<file path="src/rtl/ram_burst_ctrl.sv">
// ============================================================================
// Module      : ram_burst_ctrl
// Description : Burst sequencer in front of a byte-wide synchronous RAM.
//               Accepts one write or read burst command at a time, streams
//               write bytes into the RAM and read bytes out through a
//               2-entry buffer that absorbs the one-cycle RAM read latency
//               and consumer backpressure.
// Revision    : 1.0 - initial release
// ============================================================================
`timescale 1ns/1ps
`default_nettype none

module ram_burst_ctrl #(
    parameter int ADDR_W = 15,
    parameter int DATA_W = 8,
    parameter int LEN_W  = 8
) (
    input  logic              clk,
    input  logic              rst_n,
    // command channel
    input  logic              cmd_valid,
    output logic              cmd_ready,
    input  logic              cmd_write,
    input  logic [ADDR_W-1:0] cmd_addr,
    input  logic [LEN_W-1:0]  cmd_len,
    // write data channel
    input  logic              wr_valid,
    output logic              wr_ready,
    input  logic [DATA_W-1:0] wr_data,
    // read data channel
    output logic              rd_valid,
    input  logic              rd_ready,
    output logic [DATA_W-1:0] rd_data,
    // status
    output logic              busy,
    // RAM side
    output logic              ram_we,
    output logic [ADDR_W-1:0] ram_address,
    output logic [DATA_W-1:0] ram_data_in,
    input  logic [DATA_W-1:0] ram_data_out
);

    // ------------------------------------------------------------------
    // Constants
    // ------------------------------------------------------------------
    localparam logic [1:0] c_st_idle  = 2'd0;
    localparam logic [1:0] c_st_write = 2'd1;
    localparam logic [1:0] c_st_read  = 2'd2;
    localparam logic [1:0] c_st_drain = 2'd3;

    localparam logic [ADDR_W-1:0] c_addr_one = {{(ADDR_W-1){1'b0}}, 1'b1};
    localparam logic [LEN_W-1:0]  c_len_one  = {{(LEN_W-1){1'b0}}, 1'b1};
    localparam logic [1:0]        c_cnt_one  = 2'd1;

    // ------------------------------------------------------------------
    // State
    // ------------------------------------------------------------------
    logic [1:0]        state_q,    state_d;
    logic [ADDR_W-1:0] addr_q,     addr_d;
    logic [LEN_W-1:0]  remain_q,   remain_d;    // beats left minus one
    logic              inflight_q, inflight_d;  // read issued last cycle
    logic [DATA_W-1:0] fifo0_q,    fifo0_d;
    logic [DATA_W-1:0] fifo1_q,    fifo1_d;
    logic              rd_ptr_q,   rd_ptr_d;
    logic              wr_ptr_q,   wr_ptr_d;
    logic [1:0]        count_q,    count_d;     // buffered bytes (0..2)

    // ------------------------------------------------------------------
    // Combinational helpers
    // ------------------------------------------------------------------
    logic              w_wr_beat;
    logic              w_push;
    logic              w_pop;
    logic [2:0]        w_occ;
    logic              w_credit;
    logic              w_issue;
    logic              w_last;
    logic [DATA_W-1:0] w_head;

    // Handshake, credit and beat qualification.
    // Credit counts buffered bytes plus the one possibly in flight; a byte
    // leaving this cycle frees a slot, so issue is allowed while the
    // occupancy after the pop stays below the buffer depth.
    always_comb begin
        w_wr_beat = (state_q == c_st_write) && wr_valid;
        w_push    = inflight_q;
        w_pop     = (count_q != 2'd0) && rd_ready;
        w_occ     = {1'b0, count_q} + {2'b00, inflight_q};
        w_credit  = w_occ < (3'd2 + {2'b00, w_pop});
        w_issue   = (state_q == c_st_read) && w_credit;
        w_last    = (remain_q == '0);
        w_head    = rd_ptr_q ? fifo1_q : fifo0_q;
    end

    // Output decode; all outputs are quiet (zero) outside their own state.
    always_comb begin
        cmd_ready   = (state_q == c_st_idle);
        busy        = (state_q != c_st_idle);
        wr_ready    = (state_q == c_st_write);
        ram_we      = w_wr_beat;
        ram_data_in = w_wr_beat ? wr_data : '0;
        ram_address = ((state_q == c_st_write) || (state_q == c_st_read)) ? addr_q : '0;
        rd_valid    = (count_q != 2'd0);
        rd_data     = (count_q != 2'd0) ? w_head : '0;
    end

    // Burst sequencing: command latch, address walk and beat countdown.
    always_comb begin
        state_d    = state_q;
        addr_d     = addr_q;
        remain_d   = remain_q;
        inflight_d = w_issue;

        case (state_q)
            c_st_idle: begin
                if (cmd_valid) begin
                    addr_d   = cmd_addr;
                    remain_d = cmd_len;
                    state_d  = cmd_write ? c_st_write : c_st_read;
                end
            end
            c_st_write: begin
                if (w_wr_beat) begin
                    // address wraps naturally at the top of the array
                    addr_d   = addr_q + c_addr_one;
                    remain_d = remain_q - c_len_one;
                    if (w_last) begin
                        state_d = c_st_idle;
                    end
                end
            end
            c_st_read: begin
                if (w_issue) begin
                    addr_d   = addr_q + c_addr_one;
                    remain_d = remain_q - c_len_one;
                    if (w_last) begin
                        state_d = c_st_drain;
                    end
                end
            end
            c_st_drain: begin
                // the last in-flight byte must land and be consumed first
                if (!inflight_q && (count_q == 2'd0)) begin
                    state_d = c_st_idle;
                end
            end
            default: begin
                state_d = c_st_idle;
            end
        endcase
    end

    // Read buffer: RAM byte returned one cycle after issue is pushed,
    // head byte is popped on the consumer handshake; both may coincide.
    always_comb begin
        fifo0_d  = fifo0_q;
        fifo1_d  = fifo1_q;
        wr_ptr_d = wr_ptr_q;
        rd_ptr_d = rd_ptr_q;
        count_d  = count_q;

        if (w_push) begin
            if (wr_ptr_q) begin
                fifo1_d = ram_data_out;
            end else begin
                fifo0_d = ram_data_out;
            end
            wr_ptr_d = ~wr_ptr_q;
        end

        if (w_pop) begin
            rd_ptr_d = ~rd_ptr_q;
        end

        case ({w_push, w_pop})
            2'b10:   count_d = count_q + c_cnt_one;
            2'b01:   count_d = count_q - c_cnt_one;
            default: count_d = count_q;
        endcase
    end

    // State registers; reset aborts any burst and discards buffered data.
    always_ff @(posedge clk or negedge rst_n) begin
        if (!rst_n) begin
            state_q    <= c_st_idle;
            addr_q     <= '0;
            remain_q   <= '0;
            inflight_q <= 1'b0;
            fifo0_q    <= '0;
            fifo1_q    <= '0;
            wr_ptr_q   <= 1'b0;
            rd_ptr_q   <= 1'b0;
            count_q    <= 2'd0;
        end else begin
            state_q    <= state_d;
            addr_q     <= addr_d;
            remain_q   <= remain_d;
            inflight_q <= inflight_d;
            fifo0_q    <= fifo0_d;
            fifo1_q    <= fifo1_d;
            wr_ptr_q   <= wr_ptr_d;
            rd_ptr_q   <= rd_ptr_d;
            count_q    <= count_d;
        end
    end

endmodule

`default_nettype wire

</file>
<file path="config.mk">
export PLATFORM = sky130hd
export DESIGN_NAME = ram_burst_ctrl
export DESIGN_NICKNAME = d
export VERILOG_FILES = /design/src/rtl/ram_burst_ctrl.sv
export SDC_FILE = /design/constraint.sdc
export NUM_CORES = 1
export LEC_CHECK = 0
export BUFFER_PORTS_ARGS = -buffer_cell sky130_fd_sc_hd__buf_2
export CORE_UTILIZATION = 46
export DETAILED_ROUTE_END_ITERATION = 10
export HOLD_SLACK_MARGIN = 0.15
export PLACE_DENSITY_LB_ADDON = 0.12
export SLEW_MARGIN = 20
export SYNTH_ARGS = -nofsm -noshare
export SYNTH_HDL_FRONTEND = slang
export SYNTH_SLANG_ARGS = --single-unit
</file>
<file path="constraint.sdc">
create_clock -name clk -period 4.79 [get_ports clk]
set_clock_uncertainty 0.2 [all_clocks]
set_input_delay 0.2395 -clock clk [delete_from_list [all_inputs] [get_ports clk]]
set_output_delay 0.2395 -clock clk [all_outputs]
set_load 0.1 [all_outputs]
</file>
; ---- Word-level counts from Yosys, hierarchy flattened
; Cells that the tools add are included.
[totals]
wordCells = 67
input_bits = 45
reg_bits = 46
out_inout_bits = 36
[op_classes]
magnitude_cmp = 1
add_sub_neg = 6
reduce_logical = 17
n_eq_ne = 11
n_mux = 21
bitwise_logic = 2
[op_table]
columns = op, n
row1 = 2-to-1 mux 15 bit, 4
row2 = 2-to-1 mux 8 bit, 6
row3 = one-hot mux 15 bit (3 select lines), 1
row4 = one-hot mux 8 bit (3 select lines), 1
row5 = adder 15 x 1 -> 15 bit (second input constant), 1
row6 = 2-to-1 mux 2 bit, 7
row7 = zero test 8 bit, 1
row8 = != test 2 bit (second input constant), 4
row9 = one-hot mux 2 bit (4 select lines), 1
row10 = subtractor 8 x 1 -> 8 bit (second input constant), 1
row11 = == test 2 bit (second input constant), 3
row12 = AND reduction 6 bit, 1
row13 = nonzero test 2 bit, 3
row14 = == test 2 x 1 -> 1 bit (second input constant), 2
row15 = logical AND 1 bit, 4
row16 = zero test 2 bit, 2
row17 = != test 2 x 1 -> 1 bit (second input constant), 2
row18 = one-hot mux 2 bit (2 select lines), 1
row19 = AND reduction 2 bit, 2
row20 = AND reduction 4 bit, 1
row21 = adder 2 x 1 -> 3 bit, 1
row22 = adder 2 x 1 -> 3 bit (first input constant), 1
row23 = < comparator 3 bit, 1
row24 = nonzero test 3 bit, 1
row25 = 5 further kinds, 6

; ---- Longest topological paths before layout
; Gate-level depths: netlist of the first run.
[logic_depth]
word_depth = 7
mapped_depth = 9
mapped_depth_nobuf = 7

; ---- Worst setup path before layout of the first run
; OpenSTA, ideal clock, no wires.
[synth_timing]
path_type = register -> register
start = reg state_q[0]
end = reg addr_q[2]
stages_incl_launch_ff = 8
setup_slack_ps = 1952
path_buffers = 1
arrival_time_ps = 2514
setup_time_ps = 124
cell_sequence = dfrtp_1 -> inv_1 -> ha_1 -> a222oi_1 -> and3_1 -> buf_6 -> a32o_1 -> a211o_1
[synth_lines]
columns = item, line
row1 = "start, declared", 58  ; logic [1:0] state_q, state_d;
row2 = "start signal, assigned", 185  ; state_q <= c_st_idle;
row3 = "start signal, assigned", 195  ; state_q <= state_d;
row4 = zero test 2 bit *, --
row5 = named net cmd_ready, 22  ; output logic cmd_ready,
row6 = != test 2 bit (no line) or nonzero test 3 bit (tied branches), --
row7 = AND reduction 4 bit (no line), --
row8 = "end signal, assigned", 196  ; addr_q <= addr_d;
row9 = "end, declared", 59  ; logic [ADDR_W-1:0] addr_q, addr_d;
; Mark *: on every way through the listed nets, which the timed path passes. The rest lies on a longest branch.
; A chain may end at the register's enable or synchronous reset.

; ---- Worst setup path in the final report of the first run
[layout_timing]
start = reg inflight_q
end = reg remain_q[5]
[layout_between]
elab_chain_len = 5
[layout_rtl]
columns = item, line
row1 = "start, declared", 61  ; logic inflight_q, inflight_d;
row2 = "start signal, assigned", 198  ; inflight_q <= inflight_d;
row3 = adder 2 x 1 -> 3 bit, 88  ; w_occ = {1'b0, count_q} + {2'b00, inflight_q};
row4 = < comparator 3 bit, 89  ; w_credit = w_occ < (3'd2 + {2'b00, w_pop});
row5 = logical AND 1 bit, 90  ; w_issue = (state_q == c_st_read) && w_credit;
row6 = != test 2 bit (no line), --
row7 = AND reduction 4 bit (no line), --
row8 = "end signal, assigned", 197  ; remain_q <= remain_d;
row9 = "end, declared", 60  ; logic [LEN_W-1:0] remain_q, remain_d;
; No other way between the ends.

==> results.cfg, run 1 <==
[run_status]
status = complete, no violations

[placed_design]
port_buffers = 80
hpwl_mm = 4.34
place_congestion = 0.788

[routing]
ant_nets = 0
wl_per_cell_um = 13.6
viasPerCell = 5.32
drt_iter0_drc = 86
routed_wl_mm = 6.52
vias = 2546
drcViolationCount = 0
drt_first_pass_iters = 4

[die]
dieArea_um2 = 6490
fp.coreArea_um2 = 5920
start_util_pct = 47.9
fp-row-count = 28
dieWidth_um = 80.5
ios = 81
dieHeight_um = 80.5

[critical_path]
worstPathRequired_ns = 4.77
crit_path_end_kind = register
timing.rr.end = remain_q[5]$_DFFE_PN0P_
worstSetupPathType = reg2reg
reg2reg_from = inflight_q$_DFF_PN0_
rrSetupSlack_ns = 1.76
crit_fanout = 22
crit_arrival_ns = 3.00
critPathLaunchType = register
worstRegToRegCells = 6

[sta]
hold-worst-slack_ns = 0.268
finalCritPeriodShare_pct = 63.2
rsz0062_at_grt = no
worstMarginPinSlew_ns = 1.01
fmax_mhz = 330
hold_violations = 0
tns_ns = 0
drv_slew = 0
max_slew_margin_pct = 32.8
finalSetupViolations = 0
layout_min_cycle_time_ns = 3.03

[grt]
grt_pass1_wl_mm = 10.6
grt-ovfl-total = 0
grt_pass1_vias = 2336
grt_usage_pct = 21.5
grt_max_degree = 47
antenna_found_initial = 0

[worst_hold_path]
hold_class = in2reg
hold_path_depth = 5
hold_start = cmd_valid
min_to = state_q[1]$_DFFE_PN0P_

[synthesis]
synthCells = 295
netlist_area_um2 = 2840
ys_ff_latch = 46
seq_area_frac_synth_pct = 40.6
synth-edff-count = 0
ys_types = 45
async_reset_ff_share_pct = 100
synth_ff_type = dfrtp_1
avgSynthCellArea_um2 = 9.62
yosys_warnings = 0
syn-num-nets = 350

[clock_tree]
path_clk_slew_ns = 0.09
cts.sinks = 46
h-tree-depth = 2
cts_buffers = 5
clock-root-buffer = clkbuf_8
hold_buffers = 34
cts_tree = done
clk_latency_ns = 0.30
cts_resized = 0
cts_buffer_depth = 2
postCtsSetupBuffers = 0

[cells_and_area]
drive_gt1_share_pct = 28.7
final_common_cell = buf_2
fillCellCount = 512
antenna_cells = 0
areaGrowthSynthToFinish_pct = 31.6
final_cell_mix = buf_2 (80), dfrtp_1 (46), dlygate4sd3_1 (34)
layout.nets = 458

[job]
maxCapViolations = 0
==> cells by family after synthesis <==
| family | Yosys count | share of synthesized area (%) |
|---|---|---|
| AO/OA/AOI/OAI | 52 | 12.7 |
| multiplexers | 37 | 13.8 |
| flip-flops | 46 | 40.6 |
| buffers and inverters | 27 | 4.76 |
| adder cells (fa/ha/maj) | 10 | 4.41 |
| XOR/XNOR | 5 | 1.54 |
| AND/OR/NAND/NOR | 118 | 22.2 |
==> worst max-delay path: stages (launching register included) <==
cell and delay (ns):
dfrtp_1 0.43, ha_1 0.22, ha_1 0.19, a222oi_1 0.55
and3_1 0.93, mux2i_1 0.27, o211ai_1 0.10
==> flip-flops by register name, summed over array words and instances, names as in the netlist <==
name	cells
count_q	2
inflight_q	1
fifo0_q	8
state_q	2
fifo1_q	8
addr_q	15
rd_ptr_q	1
wr_ptr_q	1
remain_q	8
==> cells in the mapped netlist (3+ instances only) <==
| cell | n | share of area (%) |
|---|---|---|
| a21oi_1 | 3 | 0.53 |
| mux2i_1 | 21 | 7.4 |
| inv_1 | 11 | 1.5 |
| o22ai_1 | 3 | 0.66 |
| xnor2_1 | 3 | 0.93 |
| or3_1 | 3 | 0.66 |
| a32oi_1 | 3 | 0.93 |
| o21a_1 | 3 | 0.79 |
| o211ai_1 | 3 | 0.79 |
| and3_1 | 14 | 3.1 |
| nor3_1 | 9 | 1.6 |
| and4_1 | 5 | 1.5 |
| nor2b_1 | 3 | 0.66 |
| dfrtp_1 | 46 | 41 |
| o31ai_1 | 5 | 1.3 |
| nor2_1 | 22 | 2.9 |
| o21ai_0 | 15 | 2.6 |
| nor2_2 | 4 | 0.88 |
| a31oi_1 | 4 | 0.88 |
| nand2_1 | 18 | 2.4 |
| clkbuf_1 | 9 | 1.2 |
| o21ai_1 | 3 | 0.53 |
| a211oi_2 | 4 | 1.8 |
| mux2_2 | 16 | 6.3 |
| and2_1 | 17 | 3.7 |
| ha_1 | 10 | 4.4 |
| nand3_1 | 15 | 2.6 |
==> worst max-delay path by stage <==
stage / start / end / cells past startpoint
after floorplan: state_q[0]$_DFFE_PN0P_ / addr_q[2]$_DFFE_PN0P_ / 7
after global placement: count_q[0]$_DFFE_PN0P_ / remain_q[3]$_DFFE_PN0P_ / 6
after detailed placement: inflight_q$_DFF_PN0_ / remain_q[5]$_DFFE_PN0P_ / 6
after CTS: inflight_q$_DFF_PN0_ / remain_q[5]$_DFFE_PN0P_ / 6
after global routing: count_q[0]$_DFFE_PN0P_ / remain_q[5]$_DFFE_PN0P_ / 6
final: inflight_q$_DFF_PN0_ / remain_q[5]$_DFFE_PN0P_ / 6
==> per-stage QoR <==
| step | util (%) | std cells | area [µm²] | worst slack, ns |
|---|---|---|---|---|
| floorplan | - | 295 | 2840 | 1.95 |
| global placement | 55.0 | 437 | 3260 | 1.84 |
| finish | 63.1 | 479 | 3730 | 1.76 |
| CTS | 63.1 | 479 | 3730 | 1.76 |
| detailed placement | 55.0 | 437 | 3260 | 1.77 |
| global route | 63.1 | 479 | 3730 | 1.54 |
==> metal layers <==
metal	routed length [µm]	global-route usage (%)	share of wire (%)
met2	3080	36.0	47
met3	254	4.32	3.9
met4	105	8.39	1.6
met5	0	0	0
met1	3080	26.9	47
==> cell type report <==
class / instances / area, µm² / share of cell area (%)
clock buffer: 5 / 68.8 / 1.84
clock inverter: 3 / 68.8 / 1.84
inverter: 12 / 45.0 / 1.21
multi-input combinational: 222 / 1550 / 41.5
sequential: 46 / 1150 / 30.8
tap: 75 / 93.8 / 2.51
timing repair buffer: 116 / 756 / 20.2
Power of run 1 is left out: the tool's default activity adds up to more than one toggle a clock period on the data nets, which glitch-free logic cannot reach.
==> run 2, diff against run 1 <==
==> constraint.sdc (replaced) <==
create_clock -name clk -period 2.5 [get_ports clk]
set_clock_uncertainty 0.2 [all_clocks]
set_input_delay 0.125 -clock clk [delete_from_list [all_inputs] [get_ports clk]]
set_output_delay 0.125 -clock clk [all_outputs]
set_load 0.1 [all_outputs]
==> results.cfg, run 2 (synthesis gave the netlist of run 1 again) <==
[sta]
finalSetupViolations = 0
layout_min_cycle_time_ns = 2.35
tns_ns = 0
finalCritPeriodShare_pct = 94.2
fmax_mhz = 425
worstMarginPinSlew_ns = 0.700
rsz0062_at_grt = no
hold_violations = 0
hold-worst-slack_ns = 0.155
drv_slew = 0
max_slew_margin_pct = 53.2

[die]
start_util_pct = 47.9
fp.coreArea_um2 = 5920
dieArea_um2 = 6490
fp-row-count = 28
dieWidth_um = 80.5
dieHeight_um = 80.5
ios = 81

[grt]
antenna_found_initial = 0
grt_use_met2_pct = 40.2
grt_max_degree = 23
grt_usage_pct = 23.0
grt-ovfl-total = 0
grt_pass1_vias = 2553
busiest_layer = met2
grt_util_met3_pct = 4.20
use_met1_pct = 28.6
grt_pass1_wl_mm = 11.5

[routing]
drt_first_pass_iters = 5
drcViolationCount = 0
drt_iter0_drc = 137
viasPerCell = 5.40
ant_nets = 0
routed_wl_mm = 6.93
vias = 2660
wl_per_cell_um = 14.1

[clock_tree]
postCtsSetupBuffers = 0
cts.sinks = 46
cts_buffers = 5
clk_latency_ns = 0.31
clock-root-buffer = clkbuf_8
cts_tree = done
h-tree-depth = 2
path_clk_slew_ns = 0.10
cts_buffer_depth = 2

[worst_hold_path]
hold_class = in2async

[cells_and_area]
layout.nets = 472
largest_reg_flops = 15
fillCellCount = 512
final_common_cell = buf_2
final_cell_mix = buf_2 (78), dfrtp_1 (45), dlygate4sd3_1 (35)
drive_gt1_share_pct = 34.7
regMostFlops = addr_q
areaGrowthSynthToFinish_pct = 36.2
antenna_cells = 0

[placed_design]
place_congestion = 0.799
hpwl_mm = 4.89
port_buffers = 80

[job]
maxCapViolations = 0

[critical_path]
crit_path_end_kind = register
critPathLaunchType = register
crit_arrival_ns = 2.35
worstSetupPathType = reg2reg
crit_fanout = 22
worstPathRequired_ns = 2.50

[run_status]
status = complete, no violations
[run 2: cell types whose count changed in the layout (fill, tap and decap cells not counted), moves of 3 or more]
cell,previous run,this run
buf_4,2,14
and2_2,0,13
and2_1,17,4
buf_12,0,3
[run 2: what timing repair did]
action	in CTS	in global routing
gates resized for setup	0	2
endpoints found under the setup margin	0	3
endpoints found under the hold margin	88	0
hold buffers	35	0
[run 2: worst paths after layout]
kind	start	endpoint	cells past startpoint	slack, ns
max reg2reg	count_q[0]$_DFFE_PN0P_	remain_q[3]$_DFFE_PN0P_	8	0.15
min in group clk	cmd_valid	state_q[0]$_DFFE_PN0P_	6	0.21
min reg2reg	addr_q[14]$_DFFE_PN0P_	addr_q[14]$_DFFE_PN0P_	1	0.29
max in group asynchronous	rst_n	state_q[0]$_DFFE_PN0P_	3	0.87
max	count_q[0]$_DFFE_PN0P_	remain_q[3]$_DFFE_PN0P_	8	0.15
min	rst_n	remain_q[5]$_DFFE_PN0P_	3	0.15
[run 2: worst max-delay path: stages (launching register included)]
cell and delay, ns:
dfrtp_2 0.45, ha_1 0.20, ha_1 0.19, a222oi_1 0.32
buf_4 0.19, and3_1 0.20, buf_12 0.19, mux2i_1 0.20
o211ai_1 0.10
[run 2: final cells by class]
type	instances	area, µm²	share of cell area, %
inverter	12	45.0	1.17
multi-input combinational	222	1570	40.7
sequential	46	1150	29.8
clock inverter	3	25.0	0.648
timing repair buffer	130	906	23.4
clock buffer	5	68.8	1.78
tap	75	93.8	2.43
[run 2: metrics by stage]
step	std cells	cell area [µm²]	setup WS, ns	utilization (%)
6_report	493	3860	0.145	65.3
3_5_place_dp	450	3420	0.148	57.7
3_3_place_gp	450	3420	0.194	57.7
4_1_cts	493	3860	0.142	65.2
5_1_grt	493	3860	0.00662	65.3
2_1_floorplan	295	2860	0.0667	-
[run 2: layer usage]
| layer | part of all wire [%] | routed length (µm) |
|---|---|---|
| met5 | 0 | 0 |
| met4 | 1.4 | 99 |
| met3 | 3.2 | 224 |
| met2 | 49 | 3430 |
| met1 | 46 | 3180 |
Power of run 2 is left out for the same reason.
==> run 3, diff against run 2 <==
--- a/config.mk
+++ b/config.mk
@@ -10,6 +10,7 @@
 export DETAILED_ROUTE_END_ITERATION = 10
 export HOLD_SLACK_MARGIN = 0.15
 export PLACE_DENSITY_LB_ADDON = 0.12
+export SETUP_SLACK_MARGIN = 0.2
 export SLEW_MARGIN = 20
 export SYNTH_ARGS = -nofsm -noshare
 export SYNTH_HDL_FRONTEND = slang
==> results.cfg, run 3 (synthesis gave the netlist of run 1 again) <==
[critical_path]
worstRegToRegCells = 7
path_cells = buf_4 > ha_4 > or3_1 > and3_4 > clkbuf_16 > a32o_1 > a211o_1
rrSetupSlack_ns = 0.23
worstSetupPathType = reg2reg
reg2reg_from = state_q[0]$_DFFE_PN0P_
crit_path_end_kind = register
cp-startpoint = state_q[0]$_DFFE_PN0P_
critPathLaunchType = register
cpMaxStageDelayCell = dfrtp_2
crit_fanout = 13
cpPeakStageDelay_ns = 0.43
worstPathRequired_ns = 2.50
cp-endpoint = addr_q[2]$_DFFE_PN0P_
path_buf_inv = 2
crit_arrival_ns = 2.27
cp.depth = 7
crit_family = simple AND/OR/NAND/NOR gates
timing.rr.end = addr_q[2]$_DFFE_PN0P_

[cells_and_area]
multi_input_area_um2 = 1650
fillCellCount = 446
final_common_cell = buf_2
regArea_um2 = 1150
final_cell_mix = buf_2 (69), dfrtp_1 (45), dlygate4sd3_1 (35)
largest_reg_flops = 15
regMostFlops = addr_q
areaGrowthSynthToFinish_pct = 41.8
antenna_cells = 0
layout.nets = 474
utilization_pct = 68.0
drive_gt1_share_pct = 38.1

[die]
fp-row-count = 28
dieHeight_um = 80.5
fp.coreArea_um2 = 5920
ios = 81
dieWidth_um = 80.5
start_util_pct = 47.9
dieArea_um2 = 6490

[grt]
grt_max_degree = 34
antenna_found_initial = 0
grt_pass1_wl_mm = 11.3
grt_usage_pct = 22.3
grt-ovfl-total = 0
grt_pass1_vias = 2417

[worst_hold_path]
hold_class = in2async

[sta]
hold_violations = 0
rsz0062_at_grt = yes
tns_ns = 0
fmax_mhz = 441
finalCritPeriodShare_pct = 90.8
drv_slew = 0
worstMarginPinSlew_ns = 0.604
finalSetupViolations = 0
max_slew_margin_pct = 59.6
layout_min_cycle_time_ns = 2.27

[routing]
ant_nets = 0
vias = 2653
drt_iter0_drc = 72
routed_wl_mm = 7.14
wl_per_cell_um = 14.4
drcViolationCount = 0
viasPerCell = 5.36
drt_first_pass_iters = 4

[clock_tree]
cts_tree = done
h-tree-depth = 2
cts_buffer_depth = 2
cts.sinks = 46
path_clk_slew_ns = 0.10
cts_buffers = 5
clock-root-buffer = clkbuf_8
clk_latency_ns = 0.31

[placed_design]
port_buffers = 80
hpwl_mm = 4.81
place_congestion = 0.753

[job]
maxCapViolations = 0

[run_status]
status = complete, no violations
==> run 3: cell types whose count changed in the layout (fill, tap and decap cells not counted), sizes merged <==
| cell | before | now |
|---|---|---|
| clkinv | 1 | 0 |
| inv | 13 | 12 |
| clkinvlp | 1 | 2 |
| clkbuf | 5 | 7 |
| bufinv | 0 | 1 |
==> run 3: final cells by class <==
class                   instances  share of cell area [%]
inverters                      12                    1.21
clock inverters                 3                    1.21
well taps                      75                    2.33
clock buffers                   5                    1.71
flip-flops and latches         46                    28.6
multi-input cells             222                    40.9
repair buffers                132                    24.0
==> run 3: per-layer routing <==
layer | vias to the layer above | track usage (%) | wire, µm
met5 | - | 0 | 0
met4 | 0 | 4.64 | 57
met3 | 5 | 4.20 | 277
met2 | 59 | 37.5 | 3500
met1 | 1273 | 29.7 | 3300
li1 | 1316 | - | -
==> run 3: how the worst min path moves through the flow <==
stage	from	to	slack [ns]	cells after the start
finish	rst_n	fifo0_q[5]$_DFFE_PN0P_	0.23	3
global route	cmd_valid	state_q[1]$_DFFE_PN0P_	0.27	6
CTS	cmd_valid	state_q[1]$_DFFE_PN0P_	0.22	6
detailed placement	rst_n	state_q[0]$_DFFE_PN0P_	-0.14	1
global placement	rst_n	state_q[0]$_DFFE_PN0P_	-0.14	1
floorplan	rst_n	addr_q[0]$_DFFE_PN0P_	-0.37	0
==> run 3: repair_timing <==
action,4_1_cts,5_1_grt
setup buffers,1,2
resized for setup,12,7
cloned,0,2
setup endpoints to repair,31,34
hold buffers,35,0
pin swaps,1,3
endpoints found under the hold margin,88,0
==> run 3: per-stage QoR <==
stage,cells,setup WS [ns],cell area [µm²],hold WS [ns]
after floorplan,295,0.0691,2920,-0.371
after global placement,447,0.114,3430,-0.137
after detailed placement,447,0.0399,3430,-0.140
after CTS,491,0.118,3930,0.219
after global routing,495,0.136,4020,0.272
final,495,0.231,4020,0.230
==> run 3: worst register-to-register path: stages, from the launching register on <==
cell and delay [ns]:
dfrtp_2 0.43, buf_4 0.15, ha_4 0.18, or3_1 0.33, and3_4 0.22, clkbuf_16 0.16
a32o_1 0.25, a211o_1 0.23
Power of run 3 is left out for the same reason.
